===== config.mk =====
export PLATFORM = sky130hd
export DESIGN_NAME = spi_frame_scheduler_flat
export DESIGN_NICKNAME = d
export VERILOG_FILES = /design/src/rtl/spi_frame_scheduler_pkg.sv /design/src/rtl/spi_frame_scheduler_if.sv /design/src/rtl/spi_frame_scheduler_fifo.sv /design/src/rtl/spi_frame_scheduler.sv /design/src/flat_wrapper.sv
export SDC_FILE = /design/constraint.sdc
export NUM_CORES = 1
export LEC_CHECK = 0
export ABC_AREA = 1
export CORE_ASPECT_RATIO = 0.75
export CORE_MARGIN = 1.5
export CORE_UTILIZATION = 60
export DETAILED_ROUTE_END_ITERATION = 8
export MAX_ROUTING_LAYER = met4
export PLACE_DENSITY = 0.92
export SYNTH_ARGS = -nofsm -noshare
export SYNTH_HDL_FRONTEND = slang
export SYNTH_HIERARCHICAL = 1
export SYNTH_SLANG_ARGS = --single-unit

===== constraint.sdc =====
create_clock -name clk -period 5.2 [get_ports clk]
set_input_delay 1.04 -clock clk [delete_from_list [all_inputs] [get_ports clk]]
set_output_delay 1.04 -clock clk [all_outputs]
set_load 0.05 [all_outputs]

===== src/rtl/spi_frame_scheduler_pkg.sv =====
// Shared types and constants for the SPI frame scheduler and its master.
package spi_ctrl_pkg;

  localparam int SPI_WIDTH = 13;

  typedef enum logic [2:0] {
    IDLE,
    START,
    WAIT_BUSY,
    WAIT_DONE,
    CAPTURE,
    GAP
  } state_t;

  // Bits needed to hold any value 0..max_val.
  function automatic int cnt_width(input int max_val);
    return (max_val < 2) ? 1 : $clog2(max_val + 1);
  endfunction

endpackage


===== src/rtl/spi_frame_scheduler_if.sv =====
// Command, response and master-facing signals of the SPI frame scheduler.
interface spi_frame_scheduler_if
  import spi_ctrl_pkg::*;
#(
  parameter int WIDTH = SPI_WIDTH
);
  logic [WIDTH-1:0] cmd_data;
  logic             cmd_valid;
  logic             cmd_ready;
  logic [WIDTH-1:0] rsp_data;
  logic             rsp_valid;
  logic             rsp_ready;
  logic             spi_st;
  logic [WIDTH-1:0] spi_din;
  logic             spi_load;
  logic [WIDTH-1:0] spi_dout;

  modport slave (
    input  cmd_data, cmd_valid, rsp_ready, spi_load, spi_dout,
    output cmd_ready, rsp_data, rsp_valid, spi_st, spi_din
  );

  modport master (
    output cmd_data, cmd_valid, rsp_ready, spi_load, spi_dout,
    input  cmd_ready, rsp_data, rsp_valid, spi_st, spi_din
  );
endinterface


===== src/rtl/spi_frame_scheduler_fifo.sv =====
// Show-ahead synchronous FIFO; a push into a full FIFO is dropped even with a pop.
module sync_fifo #(
  parameter int WIDTH = 13,
  parameter int DEPTH = 4,
  localparam int PTR_W = $clog2(DEPTH),
  localparam int LVL_W = $clog2(DEPTH + 1)
) (
  input  logic             clk,
  input  logic             rst_n,
  input  logic             push,
  input  logic             pop,
  input  logic [WIDTH-1:0] din,
  output logic [WIDTH-1:0] head,
  output logic             full,
  output logic             empty,
  output logic [LVL_W-1:0] level
);
  logic [WIDTH-1:0] mem_q [DEPTH];
  logic [WIDTH-1:0] mem_d [DEPTH];
  logic [PTR_W-1:0] wr_ptr_q, wr_ptr_d, rd_ptr_q, rd_ptr_d;
  logic [LVL_W-1:0] level_q, level_d;
  logic             push_ok, pop_ok;

  assign full    = (level_q == LVL_W'(DEPTH));
  assign empty   = (level_q == '0);
  assign push_ok = push && !full;
  assign pop_ok  = pop && !empty;
  assign head    = mem_q[rd_ptr_q];
  assign level   = level_q;

  always_comb begin
    mem_d    = mem_q;
    wr_ptr_d = wr_ptr_q;
    rd_ptr_d = rd_ptr_q;
    level_d  = level_q;
    if (push_ok) begin
      mem_d[wr_ptr_q] = din;
      wr_ptr_d        = wr_ptr_q + 1'b1;
    end
    if (pop_ok) rd_ptr_d = rd_ptr_q + 1'b1;
    case ({push_ok, pop_ok})
      2'b10:   level_d = level_q + 1'b1;
      2'b01:   level_d = level_q - 1'b1;
      default: level_d = level_q;
    endcase
  end

  always_ff @(posedge clk or negedge rst_n) begin
    if (!rst_n) begin
      for (int i = 0; i < DEPTH; i++) mem_q[i] <= '0;
      wr_ptr_q <= '0;
      rd_ptr_q <= '0;
      level_q  <= '0;
    end else begin
      mem_q    <= mem_d;
      wr_ptr_q <= wr_ptr_d;
      rd_ptr_q <= rd_ptr_d;
      level_q  <= level_d;
    end
  end
endmodule


===== src/rtl/spi_frame_scheduler.sv =====
// Queues command words, launches one spi_master frame per word and returns the
// received word; enforces an inter-frame gap and a completion watchdog.
module spi_frame_scheduler
  import spi_ctrl_pkg::*;
#(
  parameter int WIDTH          = SPI_WIDTH,
  parameter int DEPTH          = 4,
  parameter int GAP_CYCLES     = 16,
  parameter int TIMEOUT_CYCLES = 65535,
  localparam int LVL_W         = $clog2(DEPTH + 1)
) (
  input  logic                 clk,
  input  logic                 rst_n,
  spi_frame_scheduler_if.slave bus,
  input  logic                 clr_err,
  output logic                 busy,
  output logic                 timeout_err,
  output logic [LVL_W-1:0]     level
);
  localparam int WDOG_W = cnt_width(TIMEOUT_CYCLES);
  localparam int GAP_W  = cnt_width(GAP_CYCLES);

  state_t           state_q, state_d;
  logic [WDOG_W-1:0] wdog_q, wdog_d;
  logic [GAP_W-1:0]  gap_q, gap_d;
  logic [WIDTH-1:0]  rsp_data_q, rsp_data_d;
  logic              rsp_valid_q, rsp_valid_d;
  logic              terr_q, terr_d;
  logic              pop, full, empty, slot_free, wdog_expired;
  logic [WIDTH-1:0]  head;

  sync_fifo #(.WIDTH(WIDTH), .DEPTH(DEPTH)) u_fifo (
    .clk   (clk),
    .rst_n (rst_n),
    .push  (bus.cmd_valid),
    .pop   (pop),
    .din   (bus.cmd_data),
    .head  (head),
    .full  (full),
    .empty (empty),
    .level (level)
  );

  assign bus.cmd_ready = !full;
  assign bus.spi_st    = (state_q == START);
  assign bus.spi_din   = head;
  assign bus.rsp_data  = rsp_data_q;
  assign bus.rsp_valid = rsp_valid_q;
  assign timeout_err   = terr_q;
  assign busy          = (state_q != IDLE) || (level != '0);

  assign slot_free    = !rsp_valid_q || bus.rsp_ready;
  assign wdog_expired = (wdog_q == WDOG_W'(TIMEOUT_CYCLES - 1));

  always_comb begin
    state_d     = state_q;
    wdog_d      = wdog_q;
    gap_d       = gap_q;
    rsp_data_d  = rsp_data_q;
    rsp_valid_d = rsp_valid_q;
    terr_d      = terr_q;
    pop         = 1'b0;
    if (rsp_valid_q && bus.rsp_ready) rsp_valid_d = 1'b0;
    if (clr_err) terr_d = 1'b0;
    case (state_q)
      IDLE: begin
        // spi_load gating keeps a master frame left over from reset unobserved
        if (!empty && bus.spi_load && slot_free) state_d = START;
      end
      START: begin
        wdog_d  = '0;
        state_d = WAIT_BUSY;
      end
      WAIT_BUSY, WAIT_DONE: begin
        wdog_d = wdog_q + 1'b1;
        if ((state_q == WAIT_BUSY) && !bus.spi_load) begin
          state_d = WAIT_DONE;
        end else if ((state_q == WAIT_DONE) && bus.spi_load) begin
          state_d = CAPTURE;
        end else if (wdog_expired) begin
          terr_d  = 1'b1;
          pop     = 1'b1;
          gap_d   = GAP_W'(GAP_CYCLES - 1);
          state_d = GAP;
        end
      end
      CAPTURE: begin
        rsp_data_d  = bus.spi_dout;
        rsp_valid_d = 1'b1;
        pop         = 1'b1;
        gap_d       = GAP_W'(GAP_CYCLES - 1);
        state_d     = GAP;
      end
      GAP: begin
        if (gap_q == '0) state_d = IDLE;
        else             gap_d   = gap_q - 1'b1;
      end
      default: state_d = IDLE;
    endcase
  end

  always_ff @(posedge clk or negedge rst_n) begin
    if (!rst_n) begin
      state_q     <= IDLE;
      wdog_q      <= '0;
      gap_q       <= '0;
      rsp_data_q  <= '0;
      rsp_valid_q <= 1'b0;
      terr_q      <= 1'b0;
    end else begin
      state_q     <= state_d;
      wdog_q      <= wdog_d;
      gap_q       <= gap_d;
      rsp_data_q  <= rsp_data_d;
      rsp_valid_q <= rsp_valid_d;
      terr_q      <= terr_d;
    end
  end
endmodule

===== src/flat_wrapper.sv =====
// flat-port wrapper written by rule: the top's interface ports become plain ports
module spi_frame_scheduler_flat import spi_ctrl_pkg::*;
#(
  parameter int WIDTH          = SPI_WIDTH,
  parameter int DEPTH          = 4,
  parameter int GAP_CYCLES     = 16,
  parameter int TIMEOUT_CYCLES = 65535,
  localparam int LVL_W         = $clog2(DEPTH + 1)
)
  (clk, rst_n, clr_err, busy, timeout_err, level, bus_cmd_data, bus_cmd_valid, bus_rsp_ready, bus_spi_load, bus_spi_dout, bus_cmd_ready, bus_rsp_data, bus_rsp_valid, bus_spi_st, bus_spi_din);
  spi_frame_scheduler_if #(.WIDTH(WIDTH)) bus_i ();
  input  logic clk;
  input  logic rst_n;
  input  logic clr_err;
  output logic busy;
  output logic timeout_err;
  output logic [LVL_W-1:0] level;
  input wire logic [$bits(bus_i.cmd_data)-1:0] bus_cmd_data;
  input wire logic [$bits(bus_i.cmd_valid)-1:0] bus_cmd_valid;
  input wire logic [$bits(bus_i.rsp_ready)-1:0] bus_rsp_ready;
  input wire logic [$bits(bus_i.spi_load)-1:0] bus_spi_load;
  input wire logic [$bits(bus_i.spi_dout)-1:0] bus_spi_dout;
  output wire logic [$bits(bus_i.cmd_ready)-1:0] bus_cmd_ready;
  output wire logic [$bits(bus_i.rsp_data)-1:0] bus_rsp_data;
  output wire logic [$bits(bus_i.rsp_valid)-1:0] bus_rsp_valid;
  output wire logic [$bits(bus_i.spi_st)-1:0] bus_spi_st;
  output wire logic [$bits(bus_i.spi_din)-1:0] bus_spi_din;
  assign bus_i.cmd_data = bus_cmd_data;
  assign bus_i.cmd_valid = bus_cmd_valid;
  assign bus_i.rsp_ready = bus_rsp_ready;
  assign bus_i.spi_load = bus_spi_load;
  assign bus_i.spi_dout = bus_spi_dout;
  assign bus_cmd_ready = bus_i.cmd_ready;
  assign bus_rsp_data = bus_i.rsp_data;
  assign bus_rsp_valid = bus_i.rsp_valid;
  assign bus_spi_st = bus_i.spi_st;
  assign bus_spi_din = bus_i.spi_din;
  spi_frame_scheduler #(.WIDTH(WIDTH), .DEPTH(DEPTH), .GAP_CYCLES(GAP_CYCLES), .TIMEOUT_CYCLES(TIMEOUT_CYCLES)) u_core (.clk(clk), .rst_n(rst_n), .bus(bus_i), .clr_err(clr_err), .busy(busy), .timeout_err(timeout_err), .level(level));
endmodule

==> results_tabular.tex, run 1 <==
\begin{tabular}{lr}
\hline
Metric & Value \\
\hline
\multicolumn{2}{l}{\textbf{Floorplanning}} \\
\quad Y dimension of the die & $\sim$83 um \\
\quad Area of the die & between 0.009 and 0.01 mm\^{}2 \\
\quad Core Region & $\sim$0.0084 mm\^{}2 \\
\quad Starting utilization of the core area & 61.5\% \\
\quad Width of the die & between 100 and 150 um \\
\quad Top-Level Pins & 66 \\
\quad Row count & 29 \\
\multicolumn{2}{l}{\textbf{Clock network}} \\
\quad \# H-tree levels & 3 \\
\quad Post-CTS Hold Fix Bufs & 0 \\
\quad CTS buffer count & 9 \\
\quad Post-cts repair resize count & 0 \\
\quad Clk\_lat worst skew & between 0.3 and 0.4 ns \\
\quad Clk sink count & 98 \\
\quad Setup Fix Bufs, Post-CTS & 0 \\
\quad Clock slew seen by the registers of the worst setup and hold paths & approximately 0.070 ns \\
\quad TritonCTS clock tree & yes \\
\quad Max clock buf depth & 2 \\
\quad Library cell used as clock root buffer & clkbuf\_16 \\
\multicolumn{2}{l}{\textbf{Timing}} \\
\quad Period utilisation layout & roughly three quarters \\
\quad Final-report setup violation count & 0 \\
\quad Clock Skews & $\sim$0.0066 ns \\
\quad RSZ-0062 raised after global routing & false \\
\quad Worst rel slew slack & approximately 29\% \\
\quad Final critical-path required period & roughly 4.0 ns \\
\quad Slew at the pin closest to its max-slew limit & approximately 1.1 ns \\
\quad Final-layout setup total negative slack & 0 ns \\
\quad Count of final max-slew check failures & 0 \\
\quad Hold violation count in the final report & 0 \\
\quad Highest clock rate & about 250 MHz \\
\multicolumn{2}{l}{\textbf{Yosys}} \\
\quad Netlist cell types & 30 \\
\quad Per-instance average area after synthesis & 7.75 um\^{}2 \\
\quad Cells after Synth & around 670 \\
\quad Netlist area before placement & 0.00518 mm\^{}2 \\
\quad Sequential fraction of the synthesis area & a little under half \\
\quad Yosys warning total & 6 \\
\quad Total nets after synthesis & just over 700 \\
\quad Synthesis-stage register bit count & between 90 and 100 \\
\multicolumn{2}{l}{\textbf{Power}} \\
\quad Leak & $\sim$3.0 nW \\
\quad Power density relative to cell area & around 700 mW/mm\^{}2 \\
\quad Peak supply drop & 0.000565 V \\
\multicolumn{2}{l}{\textbf{Global routing}} \\
\quad Met3 GRT Util & under 10\% \\
\quad Vias in the first global route & $\sim$4800 \\
\quad First-pass GRT wire length & roughly 22 mm \\
\quad Most congested layer reported by global routing & met2 \\
\quad All-layer global routing usage & about 31\% \\
\quad Initial antenna violation count & 0 \\
\quad Met1 usage & approximately two fifths \\
\quad Largest net degree at the start of global routing & 61 \\
\quad Total overflow reported by the global router & 0 \\
\quad Met2 demand-to-capacity share in global routing & between 40\% and 50\% \\
\multicolumn{2}{l}{\textbf{Layout}} \\
\quad FF/Latch Area & 0.00245 mm\^{}2 \\
\quad Area of combinational cells with multiple inputs & approximately 0.0023 mm\^{}2 \\
\quad Nets & 757 \\
\quad Fillers & approximately 610 \\
\quad Count of inserted antenna diode cells & 0 \\
\quad Leading cell types in the layout, fill and taps excluded & nand2\_1, dfrtp\_1, clkdlybuf4s50\_1 \\
\quad Synth-to-layout area growth & 17.9\% \\
\quad Most common library cell in the layout ignoring fill and taps & nand2\_1 \\
\quad Layout Cells excl Fill & roughly 830 \\
\quad Layout cell share with drive strength beyond 1 & 7.09\% \\
\multicolumn{2}{l}{\textbf{Worst setup path}} \\
\quad Cells along the critical path & buf\_4 > inv\_1 > o21ai\_0 > o21ai\_0 > clkdlybuf4s50\_1 \\
\quad Endpoint kind of the worst setup timing path & output pin \\
\quad Longest individual stage delay on the worst path & roughly 0.86 ns \\
\quad Required arrival time at the worst endpoint & around 4.2 ns \\
\quad Worst path top cell family by delay & buffers and inverters \\
\quad Cell type of the slowest stage on the worst timing path & clkdlybuf4s50\_1 \\
\quad Kind of start point of the critical path & flop \\
\quad Startpoint-to-endpoint class of the critical path & flop to output pin \\
\quad Arrival time of data at the critical path endpoint & around 2.9 ns \\
\quad Dominant cell type by count on the critical path & o21ai\_0 \\
\quad Worst-path maximum fanout & 29 \\
\quad Combined buffer and inverter count along the critical path & 3 \\
\multicolumn{2}{l}{\textbf{Drt}} \\
\quad Vias after detailed routing & 4954 \\
\quad Drt wl/cell & between 15 and 20 um \\
\quad Number of remaining DRC errors & 0 \\
\quad First-pass iteration count of the detailed router & 8 \\
\quad Count of routing violations after the opening detailed-route iteration & about 510 \\
\quad Antenna violation net count after detailed routing & 0 \\
\quad Vias per Instance & 5.99 \\
\quad Total wire length after detailed routing & approximately 13 mm \\
\multicolumn{2}{l}{\textbf{Run status}} \\
\quad Result of the run & complete, no violations \\
\multicolumn{2}{l}{\textbf{Placed design}} \\
\quad Post-DP HPWL & 8.22 mm \\
\quad Gpl congestion & 0.849 \\
\quad Count of buffers inserted at the top-level ports & 65 \\
\quad Total instance count after detailed placement & 811 \\
\multicolumn{2}{l}{\textbf{Run}} \\
\quad Maximum capacitance violations & 0 \\
\multicolumn{2}{l}{\textbf{Worst hold path}} \\
\quad Hold/Removal Path Class & flop to flop \\
\hline
\end{tabular}
routing by layer:
layer	part of all wire (%)	vias up
li1	-	2263
met1	41	2317
met2	47	322
met3	9.4	52
met4	2.6	0
met5	0	-
path summary, 6_finish.rpt:
kind                       depth (start not counted)                       from                         to  slack [ns]
setup / recovery                                   5  u_core/u_fifo/rd_ptr_q[0]             bus_spi_din[3]        1.25
hold / removal                                     2     u_core/u_fifo/mem_q[4]     u_core/u_fifo/mem_q[4]        0.48
setup reg to reg                                  15          u_core/state_q[2]     u_core/u_fifo/level[2]        1.96
hold reg to reg                                    2     u_core/u_fifo/mem_q[4]     u_core/u_fifo/mem_q[4]        0.48
max in group asynchronous                          2                      rst_n  u_core/u_fifo/wr_ptr_q[1]        3.44
min in group asynchronous                          1                      rst_n          u_core/wdog_q[13]        0.74
area by class of cell:
| class | count | area share [%] |
|---|---|---|
| clock buffer | 11 | 4.14 |
| clock inverter | 5 | 1.41 |
| inverter | 47 | 2.89 |
| multi-input combinational | 491 | 38.4 |
| sequential | 98 | 40.2 |
| tap | 108 | 2.21 |
| timing repair buffer | 67 | 10.8 |
cells in the mapped netlist:
library cell / n / area [um^2]
a21oi_1: 3 / 15.0
buf_2: 13 / 65.1
buf_4: 8 / 60.1
buf_6: 5 / 56.3
clkbuf_1: 6 / 22.5
clkinv_1: 1 / 3.75
dfrtp_1: 98 / 2450
fa_1: 1 / 20.0
ha_1: 10 / 125
inv_1: 38 / 143
inv_2: 8 / 30.0
nand2_1: 235 / 882
nand2_2: 7 / 43.8
nand2_4: 2 / 22.5
nand3_1: 35 / 175
nand3_2: 2 / 20.0
nand3_4: 1 / 17.5
nand3b_1: 1 / 7.51
nand4_1: 58 / 363
nor2_1: 58 / 218
nor2_2: 7 / 43.8
nor2_4: 3 / 33.8
nor2b_1: 1 / 6.26
nor3_1: 3 / 15.0
o21ai_0: 48 / 240
o21ai_1: 10 / 50.1
o21bai_1: 2 / 15.0
or2_2: 1 / 6.26
xnor2_1: 2 / 17.5
xor2_1: 1 / 8.76
worst reg2reg max path: stages, from the launching register on:
cell and delay [ns]:
dfrtp_1 0.48, inv_1 0.12, ha_1 0.57, inv_1 0.26, nor2_1 0.23, nand3_1 0.12
nand2_1 0.15, nand2_1 0.13, inv_1 0.10, ha_1 0.17, inv_1 0.07, fa_1 0.38
nand2_1 0.12, nand3_1 0.09, nand2_1 0.08, nand2_1 0.05
stage by stage:
step                cell area [um^2]  utilization, %  hold slack, ns  power (mW)  setup slack [ns]
finish                          6110            72.5           0.476        4.19              1.25
CTS                             6110            72.5           0.476        4.16              1.36
global placement                5770            68.5           0.450        3.29              1.80
detailed placement              5770            68.5           0.453        3.37              1.73
floorplan                       5180               -           0.437        2.77              2.24
global route                    6110            72.5           0.493        4.40              1.15
power breakdown:
part | internal (mW) | switching, mW | leakage [nW]
sequential | 1.07 | 0.218 | 1.24
combinational | 0.652 | 1.51 | 1.59
clock | 0.450 | 0.294 | 0.166
total | 2.17 | 2.02 | 3.00
registers in the layout (all words and copies together), names as in the netlist:
register                cells
u_core/state_q              3
u_core/u_fifo/wr_ptr_q      2
u_core/timeout_err          1
u_core/bus.rsp_data        13
u_core/u_fifo/mem_q        52
u_core/u_fifo/level         3
u_core/u_fifo/rd_ptr_q      2
u_core/bus.rsp_valid        1
u_core/wdog_q              16
u_core/gap_q                5
cell families after synthesis:
kind of cell	share of synthesized area, %
xor gates and xnor gates	0.507
AOI/OAI and AO/OA	6.18
adders and majority gates	2.80
and+or+nand+nor	35.8
buffers and inverters	7.34
DFF	47.4
Power figures use the tool's default switching activity.
==> inputs of run 2 (changes only) <==
- CORE_UTILIZATION: 60 -> 56
- PLACE_DENSITY: 0.92 -> 0.87
- clock period: 5.2 -> 4 ns (I/O delays scaled with it)
==> run 2 against run 1 <==
  * Design area about the same
  * Non-clock buffer count increased by 4
  * First-iteration DRC count decreased by 22%
  * Worst setup slack got worse by 0.79 ns
  * Combinational power grew 30%
  * Clock skew increased by 0.0013 ns
  * Count of clock-buffer cells in the layout is the same
  * Register-to-register slack got worse by 0.58 ns
  * Critical path type unchanged
==> results_tabular.tex, run 2 (synthesis results as in run 1) <==
\begin{tabular}{lr}
\hline
Metric & Value \\
\hline
\multicolumn{2}{l}{\textbf{Clock network}} \\
\quad Clock slew seen by the registers of the worst setup and hold paths & 0.06 ns (was 0.07 ns) \\
\quad CTS buffer count & 9 (unchanged) \\
\quad Post-cts repair resize count & 0 (unchanged) \\
\quad Clk\_lat worst skew & 0.35 ns (about the same) \\
\quad Post-CTS Hold Fix Bufs & 0 (unchanged) \\
\quad Max clock buf depth & 2 (unchanged) \\
\quad Clk sink count & 98 (unchanged) \\
\quad TritonCTS clock tree & yes (unchanged) \\
\quad \# H-tree levels & 3 (unchanged) \\
\quad Library cell used as clock root buffer & clkbuf\_16 (unchanged) \\
\quad Setup Fix Bufs, Post-CTS & 0 (unchanged) \\
\multicolumn{2}{l}{\textbf{Timing}} \\
\quad Slew at the pin closest to its max-slew limit & 0.732 ns (was 1.06 ns) \\
\quad Final-layout setup total negative slack & 0 ns (unchanged) \\
\quad Worst rel slew slack & 50.9\% (was 28.9\%) \\
\quad Highest clock rate & $\sim$280 MHz \\
\quad Final critical-path required period & about 3.5 ns \\
\quad Clock Skews & 0.00785 ns (was 0.00659 ns) \\
\quad Count of final max-slew check failures & 0 (unchanged) \\
\quad RSZ-0062 raised after global routing & false (unchanged) \\
\quad Period utilisation layout & between 80\% and 90\% \\
\quad Final-report setup violation count & 0 (unchanged) \\
\quad Smallest setup slack after layout & 0.454 ns (was 1.25 ns) \\
\quad Hold violation count in the final report & 0 (unchanged) \\
\multicolumn{2}{l}{\textbf{Worst setup path}} \\
\quad Startpoint-to-endpoint class of the critical path & flop to output pin (unchanged) \\
\quad Worst-path maximum fanout & 27 (was 29) \\
\quad Endpoint kind of the worst setup timing path & output pin (unchanged) \\
\quad Kind of start point of the critical path & flop (unchanged) \\
\quad Arrival time of data at the critical path endpoint & 2.75 ns (was 2.91 ns) \\
\quad Required arrival time at the worst endpoint & 3.20 ns (was 4.16 ns) \\
\multicolumn{2}{l}{\textbf{Worst hold path}} \\
\quad Hold/Removal Path Class & flop to flop (unchanged) \\
\multicolumn{2}{l}{\textbf{Global routing}} \\
\quad First-pass GRT wire length & 22.0 mm (was 21.7 mm) \\
\quad Initial antenna violation count & 0 (unchanged) \\
\quad Vias in the first global route & 4652 (was 4819) \\
\quad Largest net degree at the start of global routing & 60 (was 61) \\
\quad Total overflow reported by the global router & 0 (unchanged) \\
\quad All-layer global routing usage & 29.0\% (was 30.9\%) \\
\multicolumn{2}{l}{\textbf{Drt}} \\
\quad First-pass iteration count of the detailed router & 6 (was 8) \\
\quad Number of remaining DRC errors & 0 (unchanged) \\
\quad Vias per Instance & 5.77 (was 5.99) \\
\quad Drt wl/cell & 15.4 um (was 16.0 um) \\
\quad Vias after detailed routing & 4822 (was 4954) \\
\quad Antenna violation net count after detailed routing & 0 (unchanged) \\
\quad Count of routing violations after the opening detailed-route iteration & 392 (was 505) \\
\quad Met2 wirelength from detailed routing & 6.06 mm (was 6.24 mm) \\
\quad Metal1 wirelength & 5.47 mm (was 5.39 mm) \\
\quad Total wire length after detailed routing & 12.8 mm (was 13.2 mm) \\
\quad Highest metal layer with signal wires & met4 (unchanged) \\
\quad Met3 WL & 1.02 mm (was 1.24 mm) \\
\multicolumn{2}{l}{\textbf{Layout}} \\
\quad Synth-to-layout area growth & 18.0\% (was 17.9\%) \\
\quad Most common library cell in the layout ignoring fill and taps & nand2\_1 (unchanged) \\
\quad Largest register FFs & 52 (unchanged) \\
\quad Count of inserted antenna diode cells & 0 (unchanged) \\
\quad Leading cell types in the layout, fill and taps excluded & nand2\_1, dfrtp\_1, clkdlybuf4s50\_1 (unchanged) \\
\quad Largest register by flop count & u\_core/u\_fifo/mem\_q (unchanged) \\
\quad Final core occ & 67.8\% (was 72.5\%) \\
\quad Layout cell share with drive strength beyond 1 & 7.47\% (was 7.09\%) \\
\quad Fillers & 695 (was 606) \\
\quad Nets & 761 (was 757) \\
\multicolumn{2}{l}{\textbf{Placed design}} \\
\quad Worst-case setup slack after placement & 0.790 ns (was 1.73 ns) \\
\quad Count of buffers inserted at the top-level ports & 65 (unchanged) \\
\quad Gpl congestion & 0.912 (was 0.849) \\
\quad Post-DP HPWL & 8.48 mm (was 8.22 mm) \\
\multicolumn{2}{l}{\textbf{Floorplanning}} \\
\quad Width of the die & 114 um (was 110 um) \\
\quad Core Region & 0.00901 mm\^{}2 (was 0.00842 mm\^{}2) \\
\quad Top-Level Pins & 66 (unchanged) \\
\quad Y dimension of the die & 86.3 um (was 83.5 um) \\
\quad Area of the die & 0.00984 mm\^{}2 (was 0.00920 mm\^{}2) \\
\quad Starting utilization of the core area & 57.5\% (was 61.5\%) \\
\quad Row count & 30 (was 29) \\
\multicolumn{2}{l}{\textbf{Power}} \\
\quad Total power draw & 5.35 mW (was 4.19 mW) \\
\quad Power density relative to cell area & 875 mW/mm\^{}2 (was 685 mW/mm\^{}2) \\
\quad Peak supply drop & 0.000494 V (was 0.000565 V) \\
\quad Leak & 2.99 nW (was 3.00 nW) \\
\multicolumn{2}{l}{\textbf{Run}} \\
\quad Maximum capacitance violations & 0 (unchanged) \\
\multicolumn{2}{l}{\textbf{Run status}} \\
\quad Result of the run & complete, no violations (unchanged) \\
\hline
\end{tabular}
## run 2: cell types whose count changed in the layout (fill, tap and decap cells not counted)
cell / change
inv_6: +1
clkinvlp_4: +2
clkbuf_1: +1
clkbuf_8: -1
buf_4: +4
bufinv_16: -1
clkinv_4: -2
## run 2: cell type report
cell class              instances  area (um^2)  share of cell area (%)
multi-input cells             491         2350                    38.4
well taps                     112          140                    2.29
repair buffers                 71          688                    11.3
inverters                      47          176                    2.89
clock inverters                 5         62.6                    1.02
clock buffers                  11          243                    3.97
flip-flops and latches         98         2450                    40.1
## run 2: worst paths after layout
check / slack (ns) / start / to / cells after the start
max reg2reg: 1.38 / u_core/state_q[2] / u_core/u_fifo/level[2] / 15
max: 0.45 / u_core/u_fifo/rd_ptr_q[1] / bus_spi_din[2] / 5
min reg2reg: 0.47 / u_core/u_fifo/mem_q[28] / u_core/u_fifo/mem_q[28] / 2
min: 0.47 / u_core/u_fifo/mem_q[28] / u_core/u_fifo/mem_q[28] / 2
max in group asynchronous: 2.75 / rst_n / u_core/u_fifo/mem_q[10] / 2
min in group asynchronous: 0.48 / rst_n / u_core/u_fifo/mem_q[16] / 1
## run 2: critical path: stages (launching register included)
cell,delay [ns]
dfrtp_1,0.38
clkinv_1,0.59
nor2_1,0.25
o21ai_0,0.11
o21ai_0,0.16
clkdlybuf4s50_1,0.90
## run 2: metal layers
metal,track usage [%],vias up
li1,-,2274
met1,38.3,2288
met2,45.5,231
met3,5.03,29
met4,10.5,0
met5,-,-
## run 2: report_power, final
| group | switching (mW) | internal (mW) | total, mW |
|---|---|---|---|
| Sequential | 0.273 | 1.39 | 1.66 |
| Clock | 0.383 | 0.506 | 0.889 |
| Combinational | 1.94 | 0.861 | 2.80 |
## run 2: per-stage QoR
step / cell area (um^2) / cells / hold WS, ns
2_1_floorplan: 5180 / 668 / 0.437
3_3_place_gp: 5800 / 819 / 0.448
3_5_place_dp: 5800 / 819 / 0.454
4_1_cts: 6110 / 835 / 0.470
5_1_grt: 6110 / 835 / 0.494
6_report: 6110 / 835 / 0.469
==> inputs of run 3 (changes only) <==
- ABC_CLOCK_PERIOD_IN_PS: unset -> 3800
- clock period: 4 -> 3.8 ns (I/O delays scaled with it)
==> run 3 against run 2 <==
  * Cell count did not move
  * Wire length rose by 5.3%
  * Global-route usage rose by 0.60 points
  * Critical path type unchanged
  * Critical endpoint is now bus_spi_din[12]
  * Largest cell class unchanged
  * Highest routed layer unchanged
==> results_tabular.tex, run 3 (synthesis results as in run 1) <==
\begin{tabular}{lr}
\hline
Metric & Value \\
\hline
\multicolumn{2}{l}{\textbf{Run status}} \\
\quad Result of the run & complete, no violations (unchanged) \\
\multicolumn{2}{l}{\textbf{Placed design}} \\
\quad Count of buffers inserted at the top-level ports & 65 (unchanged) \\
\quad Dpl cell area & 0.00580 mm\^{}2 (unchanged) \\
\quad Gpl congestion & 0.928 (was 0.912) \\
\quad Post-DP HPWL & 8.52 mm (was 8.48 mm) \\
\multicolumn{2}{l}{\textbf{Power}} \\
\quad Power density relative to cell area & 917 mW/mm\^{}2 (was 875 mW/mm\^{}2) \\
\quad Leak & 2.98 nW (was 2.99 nW) \\
\quad Part of the power in registers & 31.5\% (was 31.0\%) \\
\quad Power Internal & 2.81 mW (was 2.75 mW) \\
\quad Clock Power Share & 15.3\% (was 16.6\%) \\
\quad Portion of total power attributed to combinational logic & 53.2\% (was 52.4\%) \\
\quad Switching share of total power & 49.5\% (was 48.5\%) \\
\quad Peak supply drop & 0.000731 V (was 0.000494 V) \\
\quad Switching power summed over all nets & 2.76 mW (was 2.59 mW) \\
\multicolumn{2}{l}{\textbf{Drt}} \\
\quad Vias after detailed routing & 4922 (was 4822) \\
\quad First-pass iteration count of the detailed router & 6 (unchanged) \\
\quad Antenna violation net count after detailed routing & 0 (unchanged) \\
\quad Vias per Instance & 5.89 (was 5.77) \\
\quad Count of routing violations after the opening detailed-route iteration & 394 (was 392) \\
\quad Total wire length after detailed routing & 13.5 mm (was 12.8 mm) \\
\quad Drt wl/cell & 16.2 um (was 15.4 um) \\
\quad Number of remaining DRC errors & 0 (unchanged) \\
\multicolumn{2}{l}{\textbf{Clock network}} \\
\quad Setup Fix Bufs, Post-CTS & 0 (unchanged) \\
\quad Post-cts repair resize count & 0 (unchanged) \\
\quad Clk\_lat worst skew & 0.34 ns (was 0.35 ns) \\
\quad Clock slew seen by the registers of the worst setup and hold paths & 0.07 ns (was 0.06 ns) \\
\quad CTS buffer count & 9 (unchanged) \\
\quad \# H-tree levels & 3 (unchanged) \\
\quad Library cell used as clock root buffer & clkbuf\_16 (unchanged) \\
\quad TritonCTS clock tree & yes (unchanged) \\
\quad Max clock buf depth & 2 (unchanged) \\
\quad Post-CTS Hold Fix Bufs & 0 (unchanged) \\
\quad Clk sink count & 98 (unchanged) \\
\multicolumn{2}{l}{\textbf{Floorplanning}} \\
\quad Starting utilization of the core area & 57.5\% (unchanged) \\
\quad Core Region & 0.00901 mm\^{}2 (unchanged) \\
\quad Area of the die & 0.00984 mm\^{}2 (unchanged) \\
\quad Top-Level Pins & 66 (unchanged) \\
\quad Y dimension of the die & 86.3 um (unchanged) \\
\quad Width of the die & 114 um (unchanged) \\
\quad Row count & 30 (unchanged) \\
\multicolumn{2}{l}{\textbf{Global routing}} \\
\quad Initial antenna violation count & 0 (unchanged) \\
\quad All-layer global routing usage & 29.6\% (was 29.0\%) \\
\quad Vias in the first global route & 4776 (was 4652) \\
\quad Largest net degree at the start of global routing & 68 (was 60) \\
\quad Total overflow reported by the global router & 0 (unchanged) \\
\quad First-pass GRT wire length & 22.4 mm (was 22.0 mm) \\
\multicolumn{2}{l}{\textbf{Layout}} \\
\quad Synth-to-layout area growth & 17.3\% (was 18.0\%) \\
\quad Post-route cell area & 0.00607 mm\^{}2 (was 0.00611 mm\^{}2) \\
\quad Count of inserted antenna diode cells & 0 (unchanged) \\
\quad Nets & 761 (unchanged) \\
\quad Most common library cell in the layout ignoring fill and taps & nand2\_1 (unchanged) \\
\quad Largest register by flop count & u\_core/u\_fifo/mem\_q (unchanged) \\
\quad Largest register FFs & 52 (unchanged) \\
\quad Leading cell types in the layout, fill and taps excluded & nand2\_1, dfrtp\_1, clkdlybuf4s50\_1 (unchanged) \\
\quad Layout cell share with drive strength beyond 1 & 7.33\% (was 7.47\%) \\
\multicolumn{2}{l}{\textbf{Timing}} \\
\quad Final-layout setup total negative slack & 0 ns (unchanged) \\
\quad Hold violation count in the final report & 0 (unchanged) \\
\quad Clock Skews & 0.00856 ns (was 0.00785 ns) \\
\quad Final-report setup violation count & 0 (unchanged) \\
\quad Count of final max-slew check failures & 0 (unchanged) \\
\quad Final critical-path required period & between 3 and 4 ns \\
\quad Worst rel slew slack & 43.8\% (was 50.9\%) \\
\quad Slew at the pin closest to its max-slew limit & 0.843 ns (was 0.732 ns) \\
\quad Final-layout worst hold slack & 0.471 ns (was 0.469 ns) \\
\quad Highest clock rate & about 280 MHz \\
\quad Period utilisation layout & about 93\% \\
\quad RSZ-0062 raised after global routing & false (unchanged) \\
\multicolumn{2}{l}{\textbf{Worst setup path}} \\
\quad Worst path top cell family by delay & buffers and inverters (unchanged) \\
\quad Arrival time of data at the critical path endpoint & 2.76 ns (was 2.75 ns) \\
\quad Kind of start point of the critical path & flop (unchanged) \\
\quad Required arrival time at the worst endpoint & 3.04 ns (was 3.20 ns) \\
\quad Cells along the critical path & clkinv\_1 > nor2\_1 > o21ai\_0 > o21ai\_0 > clkdlybuf4s50\_1 (unchanged) \\
\quad Startpoint-to-endpoint class of the critical path & flop to output pin (unchanged) \\
\quad Combined buffer and inverter count along the critical path & 2 (unchanged) \\
\quad Worst-path maximum fanout & 27 (unchanged) \\
\quad Endpoint kind of the worst setup timing path & output pin (unchanged) \\
\quad Cell type of the slowest stage on the worst timing path & clkdlybuf4s50\_1 (unchanged) \\
\quad Longest individual stage delay on the worst path & 0.86 ns (was 0.90 ns) \\
\quad Dominant cell type by count on the critical path & o21ai\_0 (unchanged) \\
\multicolumn{2}{l}{\textbf{Worst hold path}} \\
\quad Hold/Removal Path Class & flop to flop (unchanged) \\
\multicolumn{2}{l}{\textbf{Run}} \\
\quad Maximum capacitance violations & 0 (unchanged) \\
\hline
\end{tabular}
==> run 3: path summary, 6_finish.rpt <==
path | startpoint | end | slack [ns] | depth (start not counted)
min in group asynchronous | rst_n | u_core/u_fifo/mem_q[15] | 0.51 | 1
hold / removal | u_core/u_fifo/mem_q[11] | u_core/u_fifo/mem_q[11] | 0.47 | 2
hold reg to reg | u_core/u_fifo/mem_q[11] | u_core/u_fifo/mem_q[11] | 0.47 | 2
setup / recovery | u_core/u_fifo/rd_ptr_q[1] | bus_spi_din[12] | 0.28 | 5
setup reg to reg | u_core/state_q[2] | u_core/u_fifo/level[2] | 1.24 | 15
max in group asynchronous | rst_n | u_core/u_fifo/mem_q[25] | 2.48 | 2
==> run 3: cell type report <==
cell class,count,area [um^2]
flip-flops and latches,98,2450
repair buffers,71,688
clock inverters,5,38.8
multi-input cells,491,2350
fillers,722,2930
clock buffers,11,233
well taps,112,140
inverters,47,176
==> run 3: per-stage QoR <==
stage	worst slack, ns	util [%]	power (mW)	cells
after floorplan	1.12	-	3.79	668
after global placement	0.824	64.4	4.53	819
after CTS	0.357	67.4	5.55	835
final	0.282	67.4	5.57	835
after detailed placement	0.653	64.4	4.64	819
after global routing	0.202	67.4	5.90	835
==> run 3: worst min-delay path: cells and delay by family (launching register included) <==
family | cells | cell delay (ns)
and+or+nand+nor | 2 | 0.10
DFF | 1 | 0.34
==> run 3: power by group through the flow <==
stage / Clock, mW / Combinational, mW / Sequential (mW)
3_3_place_gp: 0 / 2.80 / 1.73
3_5_place_dp: 0 / 2.90 / 1.74
5_1_grt: 0.914 / 3.19 / 1.80
2_1_floorplan: 0 / 1.81 / 1.98
6_report: 0.854 / 2.96 / 1.75
4_1_cts: 0.872 / 2.94 / 1.74
==> run 3: routing by layer <==
layer  vias up  GRT usage (%)  routed length, um
met1      2315           37.7               5540
met2       282           47.3               6530
met4         0           10.8                354
met5         -              -                  0
li1       2279              -                  -
met3        46           6.08               1100
